--- config.mk ---
export PLATFORM = sky130hd
export DESIGN_NAME = issue_queue_scheduler
export DESIGN_NICKNAME = d
export VERILOG_FILES = /design/src/rtl/issue_queue_scheduler.sv
export SDC_FILE = /design/constraint.sdc
export NUM_CORES = 2
export LEC_CHECK = 0
export ABC_CLOCK_PERIOD_IN_PS = 27600
export BUFFER_PORTS_ARGS = -buffer_cell sky130_fd_sc_hd__buf_2
export CAP_MARGIN = 20
export CORE_ASPECT_RATIO = 1.5
export CORE_MARGIN = 2
export CORE_UTILIZATION = 52
export CTS_BUF_LIST = sky130_fd_sc_hd__clkbuf_8
export CTS_CLUSTER_SIZE = 20
export DETAILED_ROUTE_END_ITERATION = 8
export PLACE_DENSITY = 0.76
export SKIP_CTS_REPAIR_TIMING = 1
export SYNTH_ARGS = -nofsm -noshare
export SYNTH_HDL_FRONTEND = slang
export SYNTH_SLANG_ARGS = --single-unit
--- constraint.sdc ---
create_clock -name clk -period 27.6 [get_ports clk]
set_clock_uncertainty 0.1 [all_clocks]
set_input_delay 5.52 -clock clk [delete_from_list [all_inputs] [get_ports clk]]
set_output_delay 5.52 -clock clk [all_outputs]
set_load 0.03 [all_outputs]
--- src/rtl/issue_queue_scheduler.sv ---
// Issue queue scheduler: holds dispatched entries and a physical-register
// readiness scoreboard. Each cycle it selects the oldest entry whose sources
// are ready. Memory entries leave in program order relative to other memory
// entries.
//
// Ports:
//   clk, rst                          clock, asynchronous active-high reset
//   disp_valid / disp_ready           dispatch handshake
//   disp_rs/rt/rw, disp_uses_rs/rt/rw source/dest tags and their use flags
//   disp_is_mem, disp_payload         memory flag, opaque payload
//   wb_valid, wb_tag                  writeback wakeup broadcast
//   issue_valid / issue_ready         issue handshake
//   issue_rw, issue_uses_rw           destination of the selected entry
//   issue_payload                     payload of the selected entry
//   flush                             synchronous mispredict flush
//   count                             number of occupied entries
module issue_queue_scheduler #(
  parameter int unsigned DEPTH     = 8,
  parameter int unsigned PREG_W    = 6,
  parameter int unsigned PAYLOAD_W = 64
) (
  input  logic                   clk,
  input  logic                   rst,
  input  logic                   disp_valid,
  output logic                   disp_ready,
  input  logic [PREG_W-1:0]      disp_rs,
  input  logic [PREG_W-1:0]      disp_rt,
  input  logic [PREG_W-1:0]      disp_rw,
  input  logic                   disp_uses_rs,
  input  logic                   disp_uses_rt,
  input  logic                   disp_uses_rw,
  input  logic                   disp_is_mem,
  input  logic [PAYLOAD_W-1:0]   disp_payload,
  input  logic                   wb_valid,
  input  logic [PREG_W-1:0]      wb_tag,
  output logic                   issue_valid,
  input  logic                   issue_ready,
  output logic [PREG_W-1:0]      issue_rw,
  output logic                   issue_uses_rw,
  output logic [PAYLOAD_W-1:0]   issue_payload,
  input  logic                   flush,
  output logic [$clog2(DEPTH):0] count
);

  localparam int unsigned IDX_W = $clog2(DEPTH);
  localparam int unsigned CNT_W = $clog2(DEPTH) + 1;
  localparam int unsigned NTAG  = 1 << PREG_W;

  // Entry storage
  logic [DEPTH-1:0]     valid;
  logic [DEPTH-1:0]     rs_rdy;
  logic [DEPTH-1:0]     rt_rdy;
  logic [DEPTH-1:0]     is_mem;
  logic [DEPTH-1:0]     uses_rw;
  logic [PREG_W-1:0]    rs    [DEPTH];
  logic [PREG_W-1:0]    rt    [DEPTH];
  logic [PREG_W-1:0]    rw    [DEPTH];
  logic [PAYLOAD_W-1:0] payload [DEPTH];
  // age[i][j] = 1 means entry j is older than entry i
  logic [DEPTH-1:0]     age   [DEPTH];
  // Scoreboard of ready physical registers
  logic [NTAG-1:0]      sb;

  logic [IDX_W-1:0]     free_idx;
  logic [DEPTH-1:0]     cand;
  logic [DEPTH-1:0]     older_mem;
  logic [DEPTH-1:0]     sel_oh;
  logic                 accept;
  logic                 do_issue;
  logic                 disp_rs_rdy;
  logic                 disp_rt_rdy;

  assign disp_ready = (count != CNT_W'(DEPTH));
  assign accept     = disp_valid && disp_ready;
  assign do_issue   = issue_valid && issue_ready;

  // Source readiness at dispatch, including same-cycle writeback bypass
  assign disp_rs_rdy = !disp_uses_rs || sb[disp_rs] || (wb_valid && (wb_tag == disp_rs));
  assign disp_rt_rdy = !disp_uses_rt || sb[disp_rt] || (wb_valid && (wb_tag == disp_rt));

  // Lowest-index free slot
  always_comb begin
    free_idx = '0;
    for (int i = DEPTH - 1; i >= 0; i--) begin
      if (!valid[i]) free_idx = IDX_W'(i);
    end
  end

  // Candidate selection and oldest-candidate pick
  always_comb begin
    cand      = '0;
    older_mem = '0;
    sel_oh    = '0;
    for (int i = 0; i < DEPTH; i++) begin
      older_mem[i] = |(age[i] & valid & is_mem);
      cand[i] = valid[i] && rs_rdy[i] && rt_rdy[i] && (!is_mem[i] || !older_mem[i]);
    end
    for (int i = 0; i < DEPTH; i++) begin
      sel_oh[i] = cand[i] && ((cand & age[i]) == '0);
    end
  end

  // Issue outputs driven from the chosen entry, zero when none
  always_comb begin
    issue_valid   = |cand;
    issue_rw      = '0;
    issue_uses_rw = 1'b0;
    issue_payload = '0;
    for (int i = 0; i < DEPTH; i++) begin
      if (sel_oh[i]) begin
        issue_rw      = rw[i];
        issue_uses_rw = uses_rw[i];
        issue_payload = payload[i];
      end
    end
  end

  // Entry, age matrix, scoreboard and occupancy state
  always_ff @(posedge clk or posedge rst) begin
    if (rst) begin
      valid   <= '0;
      rs_rdy  <= '0;
      rt_rdy  <= '0;
      is_mem  <= '0;
      uses_rw <= '0;
      count   <= '0;
      sb      <= '1;
      for (int i = 0; i < DEPTH; i++) begin
        rs[i]      <= '0;
        rt[i]      <= '0;
        rw[i]      <= '0;
        payload[i] <= '0;
        age[i]     <= '0;
      end
    end else if (flush) begin
      valid <= '0;
      count <= '0;
      sb    <= '1;
    end else begin
      // Wakeup of waiting sources
      if (wb_valid) begin
        for (int i = 0; i < DEPTH; i++) begin
          if (valid[i] && (rs[i] == wb_tag)) rs_rdy[i] <= 1'b1;
          if (valid[i] && (rt[i] == wb_tag)) rt_rdy[i] <= 1'b1;
        end
      end

      if (do_issue) valid <= valid & ~sel_oh;

      if (accept) begin
        valid[free_idx]   <= 1'b1;
        rs[free_idx]      <= disp_rs;
        rt[free_idx]      <= disp_rt;
        rw[free_idx]      <= disp_rw;
        uses_rw[free_idx] <= disp_uses_rw;
        is_mem[free_idx]  <= disp_is_mem;
        payload[free_idx] <= disp_payload;
        rs_rdy[free_idx]  <= disp_rs_rdy;
        rt_rdy[free_idx]  <= disp_rt_rdy;
        // New entry is youngest: nobody may regard its slot as older
        for (int x = 0; x < DEPTH; x++) age[x][free_idx] <= 1'b0;
        age[free_idx] <= valid;
      end

      // Scoreboard: a new producer's clear overrides a same-cycle set
      if (wb_valid) sb[wb_tag] <= 1'b1;
      if (accept && disp_uses_rw && (disp_rw != '0)) sb[disp_rw] <= 1'b0;

      case ({accept, do_issue})
        2'b10:   count <= count + CNT_W'(1);
        2'b01:   count <= count - CNT_W'(1);
        default: count <= count;
      endcase
    end
  end

endmodule

-- Word-level counts from Yosys, hierarchy flattened
Cells that the tools add are included.
- register bits: 828
- bits of input ports: 98
- add/subtract/negate cells: 2
- magnitude comparators: 10
- equal/unequal tests: 21
- mux-type cells: 89
- bitwise operators: 41
- reductions and logical operators: 108
- operators with widths (cell ; count):
    2-to-1 mux 64 bit ; 13
    bitwise mux 512 bit ; 1
    AND 8 bit ; 33
    demux 64 bit (select 3 bit) ; 1
    bitwise mux 48 bit ; 3
    equality test 6 bit ; 18
    2-to-1 mux 8 bit ; 11
    OR reduction 8 bit ; 9
    AND 64 bit ; 1
    bitwise mux 64 bit ; 1
    zero test 8 bit ; 8
    NOT 64 bit ; 1
    OR 64 bit ; 1
    logical AND 1 bit ; 58
    2-to-1 mux 6 bit ; 9
    bitwise mux 8 bit ; 4
    2-to-1 mux 1 bit ; 29
    < comparator 6 x 7 -> 1 bit, second input constant ; 4
    demux 8 bit (select 3 bit) ; 1
    2-to-1 mux 3 bit ; 8
    demux 6 bit (select 3 bit) ; 1
    zero test 1 bit ; 18
    NOT 8 bit ; 2
    binary-select mux 1 bit (select 6 bit) ; 2
    other kinds (21) ; 34

-- Depth between registers and ports, before layout
- word-level depth: 17
- gate-level depth with buffers: 17
- depth with buffers taken out: 13

-- Least setup slack after synthesis
No wires, ideal clock.
- kind: register to output
- from: register valid[5]
- to: output issue_payload[59]
- arrival time: 3321 ps
- required time: 21980 ps
- path slack: 18659 ps
- stages on the path, launching flop included: 16
- path buffers: 6
- path through: dfrtp_1 -> buf_2 -> and2_1 -> buf_2 -> a2111oi_2 -> a31o_1 -> and4_1 -> buf_2 -> a22oi_1 -> and4_1 -> buf_2 -> a211oi_4 -> buf_4 -> buf_6 -> o211ai_1 -> o221ai_1
- cells in the longest elaborated chain, start to end: 17
- ends and longest elaborated chain (element ; RTL line ; RTL):
    from (decl) ; 50 ; logic [DEPTH-1:0] valid;
    from (signal assigned) ; 148 ; if (do_issue) valid <= valid & ~sel_oh;
    AND 8 bit (2 in a row) ; 95 ; older_mem[i] = |(age[i] & valid & is_mem);
    OR reduction 8 bit ; 95 ;
    zero test 1 bit ; 96 ; cand[i] = valid[i] && rs_rdy[i] && rt_rdy[i] && (!is_mem[i] || !older_mem[i]);
    logical OR 1 bit ; 96 ;
    logical AND 1 bit ; 96 ;
    AND 8 bit ; 99 ; sel_oh[i] = cand[i] && ((cand & age[i]) == '0);
    zero test 8 bit ; 99 ;
    logical AND 1 bit ; 99 ;
    2-to-1 mux 64 bit (7 in a row) ; 110 ; if (sel_oh[i]) begin
    2-to-1 mux 64 bit * ; 110 ;
    to (decl) ; 40 ; output logic [PAYLOAD_W-1:0] issue_payload,
Mark *: on every way between the ends. The rest lies on a longest branch, timed or not.

-- Worst setup path in the final report
- from: register valid[4]
- to: output issue_payload[44]
The elaborated chain is that of the path after synthesis.

==> results <==
- During placement, the flow inserted port buffers numbering 174.
- STA classifies the critical path startpoint as a flip-flop.
- The signal on the critical path passes through and2_1 -> a22o_1 -> o31a_1 -> nor2_1 -> a22oi_1 -> and4_4 -> a211oi_4 -> buf_4 -> buf_4 -> o211ai_1 -> o221ai_1 -> buf_2.
- Yosys attributes the largest share of cell area to sky130_fd_sc_hd__dfrtp_1 (48%), sky130_fd_sc_hd__nand2_1 (18%), sky130_fd_sc_hd__dfstp_2 (4.2%), sky130_fd_sc_hd__clkbuf_1 (3.3%), sky130_fd_sc_hd__a221oi_1 (3.2%).
- The aggregate global-route resource usage is 0.332.
- After routing, the total negative slack on setup checks comes to 0 ns.
- Counting the fill cells in the layout gives 6727.
- The final-report setup violation count is 0.
- Counting both buffers and inverters, the worst setup path holds a total of 3.
- The synthesis-to-layout area growth is 9.78%.
- The fraction of final layout cells with drive strength greater than 1 is 0.142.
- Among all stages on the critical path, the largest delay is contributed by sky130_fd_sc_hd__buf_4.
- Across the VDD grid, the largest voltage drop is 39.4 uV.
- The TritonCTS clock tree is yes.
- Yosys mapped a number of flops with a built-in enable equal to 0.
- For this run, design rule violations remaining after detail routing come to 0.
- The clock transition at the registers of the reported paths is 0.06 ns.
- The number of maximum-capacitance violations is 0.
- The end-of-flow core utilization is 0.574.
- The share of the synthesized area in the top cell type is 0.481.
- The initialized floorplan defines 124 standard-cell rows.
- The minimum period implied by the final worst setup slack is 12.00 ns.
- At the worst endpoint, the arrival time is 6.38 ns.
- In the synthesized netlist, the cells that appear most often are sky130_fd_sc_hd__nand2_1 (1864), sky130_fd_sc_hd__dfrtp_1 (764), sky130_fd_sc_hd__clkbuf_1 (347).
- The portion of the clock cycle consumed by the worst path in the final layout is 0.435.
- The final number of max-transition violations is 0.
- The critical-path maximum fanout is 105.
- Headroom to the max-slew limit came out at 0.193.
- The initial antenna violation count came to 6.
- The congestion estimate from routability-driven global placement came to 0.952.
- Buffers inserted during clock tree synthesis total 131.
- The first-pass GRT wire length is 203000 microns.
- Summed over all layers, the routed wires come to 130000 microns.
- The synthesized netlist cell count is 4550.
- The number of nets in the synthesized netlist is 4651.
- The net switching power of the design is 0.917 mW.
- The flow ran to the end, and the final reports show no timing, DRC or antenna violations.
- The clock share of power is 0.354.
- The total number of vias is 34458.
- For this design the static power due to leakage is 22.4 nW.
- The H-tree level count is 4.
- The largest single stage delay on the critical path is 0.87 ns.
- The clock reaches the later pin of the worst-skew pair after 0.81 ns.
- During synthesis, Yosys emitted a total of 0 warnings.
- Summed over all instances, the cell type with the most area after synthesis is sky130_fd_sc_hd__dfrtp_1.
- In this design, the largest share of critical-path delay is due to compound AO/OA/AOI/OAI gates.
- Across all setup checks in the final design, the least slack found is 15.60 ns.
- OpenSTA, run right after detailed placement, puts the worst setup slack at 16.55 ns.
- The part of the total power dissipated in combinational logic is 0.147.
- The placeable core region is 76000 sq um.
- The first detailed-routing pass took 7 iterations.
- The via count of the first global-routing pass is 34857.
- Summed over all layers, the global routing overflow is 0.
- The total clock sinks is 828.
- The share of the Yosys chip area taken by registers is 0.523.
- Of the total power, the share spent switching nets is 0.307.
- The path category of the worst min-delay check is flip-flop to flip-flop.
- In the synthesized netlist the dominant register cell turns out to be sky130_fd_sc_hd__dfrtp_1.
- The worst setup path is of the flip-flop to output pin kind.
- Setup repair after global routing left no endpoint under its margin.
- The count of different cell masters after synthesis is 67.
- STA classifies the critical path endpoint as an output pin.
- For the pin with the worst max-slew slack, the measured transition is 1.21 ns.
- The most common cell in the synthesized netlist is sky130_fd_sc_hd__nand2_1.
- The maximum number of pins on one net before global-route repair is 168.
- The fraction of registers with async set/reset is 1.00.
- The cell with the most instances on the worst path is sky130_fd_sc_hd__buf_4.
- At the worst endpoint, the required time is 21.98 ns.
- The number of failing hold endpoints at the final stage was 0.
- The final-stage net count is 4609.
- The share of total power dissipated in sequential elements is 0.499.
- The root cell of the clock tree is sky130_fd_sc_hd__clkbuf_8.
- From bottom edge to top edge, the die measures 343 microns.
- The power density over the cells is 68.5 nW/um^2.
- After layout, the design draws a total of 2.99 mW.
- Using the TritonRoute via totals, the vias-per-cell ratio works out to 6.13.
- The per-cell routed wire length is 23.2 microns.
- The initial utilization of the core area, before any placement, comes to 0.523.
- The average size of a mapped cell is 8.73 sq um.
- The cell-internal power is 2.07 mW.
- The starting DRC count in detailed routing is 3666.
- After synthesis the cells add up to 39700 sq um.
- 175 I/O pins were placed.
- After synthesis the netlist holds a flip-flop and latch count of 828.
- The overall die area is 78700 sq um.
- Derived from the worst setup path, the maximum achievable clock frequency is 0.0833 GHz.
- The wire-length estimate of the detail-placed layout is 76300 microns.
- In this run the remaining antenna-violating nets after routing total 0.
- In this run the deepest clock path goes through 3 buffers.
- The floorplan die width is 230 microns.
[metrics by stage]
| stage | instances | hold slack, ns | area (sq um) |
|---|---|---|---|
| after detailed placement | 5378 | 0.354 | 40900 |
| final | 5620 | 0.366 | 43600 |
| after global routing | 5617 | 0.385 | 43600 |
| after global placement | 5378 | 0.348 | 40900 |
| after CTS | 5610 | 0.368 | 43500 |
| after floorplan | 4550 | 0.338 | 39700 |
[kinds of logic after synthesis]
kind of cell / after synthesis / synth area share
AOI/OAI and AO/OA: 636 / 0.113
buffers and inverters: 417 / 0.0405
adders and majority gates: 3 / 0.00113
muxes: 130 / 0.0481
xor gates and xnor gates: 111 / 0.0245
DFF: 828 / 0.523
and+or+nand+nor: 2425 / 0.249
[routing by layer]
metal,track usage,vias up,routed length (microns)
li1,-,15088,-
met1,0.396,16960,47900
met2,0.565,1928,64800
met3,0.0640,476,10900
met4,0.188,6,6620
met5,0,-,40
[placed cells by master, fill, tap and decap left out, types with 7 or more instances in the layout]
| master | netlist | layout |
|---|---|---|
| sky130_fd_sc_hd__nand2_1 | 1864 | 1860 |
| sky130_fd_sc_hd__o21ai_0 | 149 | 148 |
| sky130_fd_sc_hd__inv_1 | 12 | 53 |
| sky130_fd_sc_hd__xor2_1 | 57 | 57 |
| sky130_fd_sc_hd__clkbuf_8 | 0 | 163 |
| sky130_fd_sc_hd__a22oi_1 | 32 | 32 |
| sky130_fd_sc_hd__buf_2 | 25 | 174 |
| sky130_fd_sc_hd__nor2b_1 | 9 | 9 |
| sky130_fd_sc_hd__buf_4 | 1 | 51 |
| sky130_fd_sc_hd__nor3_1 | 10 | 10 |
| sky130_fd_sc_hd__o221ai_1 | 71 | 71 |
| sky130_fd_sc_hd__clkinv_2 | 0 | 11 |
| sky130_fd_sc_hd__nand3_1 | 27 | 24 |
| sky130_fd_sc_hd__nor3b_1 | 17 | 17 |
| sky130_fd_sc_hd__nand4_1 | 23 | 23 |
| sky130_fd_sc_hd__a21oi_1 | 96 | 96 |
| sky130_fd_sc_hd__a21o_1 | 8 | 8 |
| sky130_fd_sc_hd__a31oi_1 | 18 | 18 |
| sky130_fd_sc_hd__and2_1 | 91 | 91 |
| sky130_fd_sc_hd__mux4_2 | 40 | 40 |
| sky130_fd_sc_hd__o211ai_1 | 73 | 73 |
| sky130_fd_sc_hd__and3_1 | 79 | 77 |
| sky130_fd_sc_hd__a221oi_1 | 143 | 143 |
| sky130_fd_sc_hd__nor2_1 | 250 | 240 |
| sky130_fd_sc_hd__dfstp_2 | 64 | 64 |
| sky130_fd_sc_hd__mux2_2 | 87 | 87 |
| sky130_fd_sc_hd__or2_2 | 8 | 7 |
| sky130_fd_sc_hd__nor4_1 | 20 | 20 |
| sky130_fd_sc_hd__xnor2_1 | 54 | 54 |
| sky130_fd_sc_hd__dfrtp_1 | 764 | 764 |
| sky130_fd_sc_hd__nor2_4 | 0 | 12 |
[flip-flops by register name, indices dropped and copies added, names as in the netlist, 8 cells and up, named ones only]
name	count
rs	48
rs_rdy	8
rt_rdy	8
sb	64
payload	512
rw	48
is_mem	8
valid	8
uses_rw	8
age	56
rt	48
[final cells by class]
| type | count | area (sq um) | share of cell area |
|---|---|---|---|
| Timing Repair Buffer | 230 | 1360 | 0.0313 |
| Clock inverter | 69 | 394 | 0.00904 |
| Sequential cell | 828 | 20800 | 0.477 |
| Antenna cell | 5 | 12.5 | 0.000287 |
| Clock buffer | 163 | 2240 | 0.0514 |
| Tap cell | 1008 | 1260 | 0.0289 |
| Multi-Input combinational cell | 3305 | 17500 | 0.401 |
| Inverter | 12 | 48.8 | 0.00112 |
[power groups by stage]
stage / clock [mW] / combinational, mW / sequential [mW]
floorplan: 0 / 0.315 / 1.48
global placement: 0 / 0.422 / 1.50
detailed placement: 0 / 0.433 / 1.51
CTS: 1.07 / 0.436 / 1.49
global route: 1.12 / 0.486 / 1.51
finish: 1.06 / 0.438 / 1.49
[path summary, 6_finish.rpt]
check	depth (start not counted)	startpoint	slack [ns]	endpoint
worst max-delay path	12	valid[4]	15.60	issue_payload[44]
worst min-delay path	2	payload[200]	0.37	payload[200]
worst max register to register	8	valid[0]	22.85	payload[36]
worst min register to register	2	payload[200]	0.37	payload[200]
max in group asynchronous	6	rst	19.15	payload[50]
min in group asynchronous	2	rst	4.58	payload[401]
[worst min-delay path: stages, from the launching register on]
cell and delay (ns):
sky130_fd_sc_hd__dfrtp_1 0.33, sky130_fd_sc_hd__nand2_1 0.05, sky130_fd_sc_hd__nand2_1 0.05
Power figures use the tool's default switching activity.
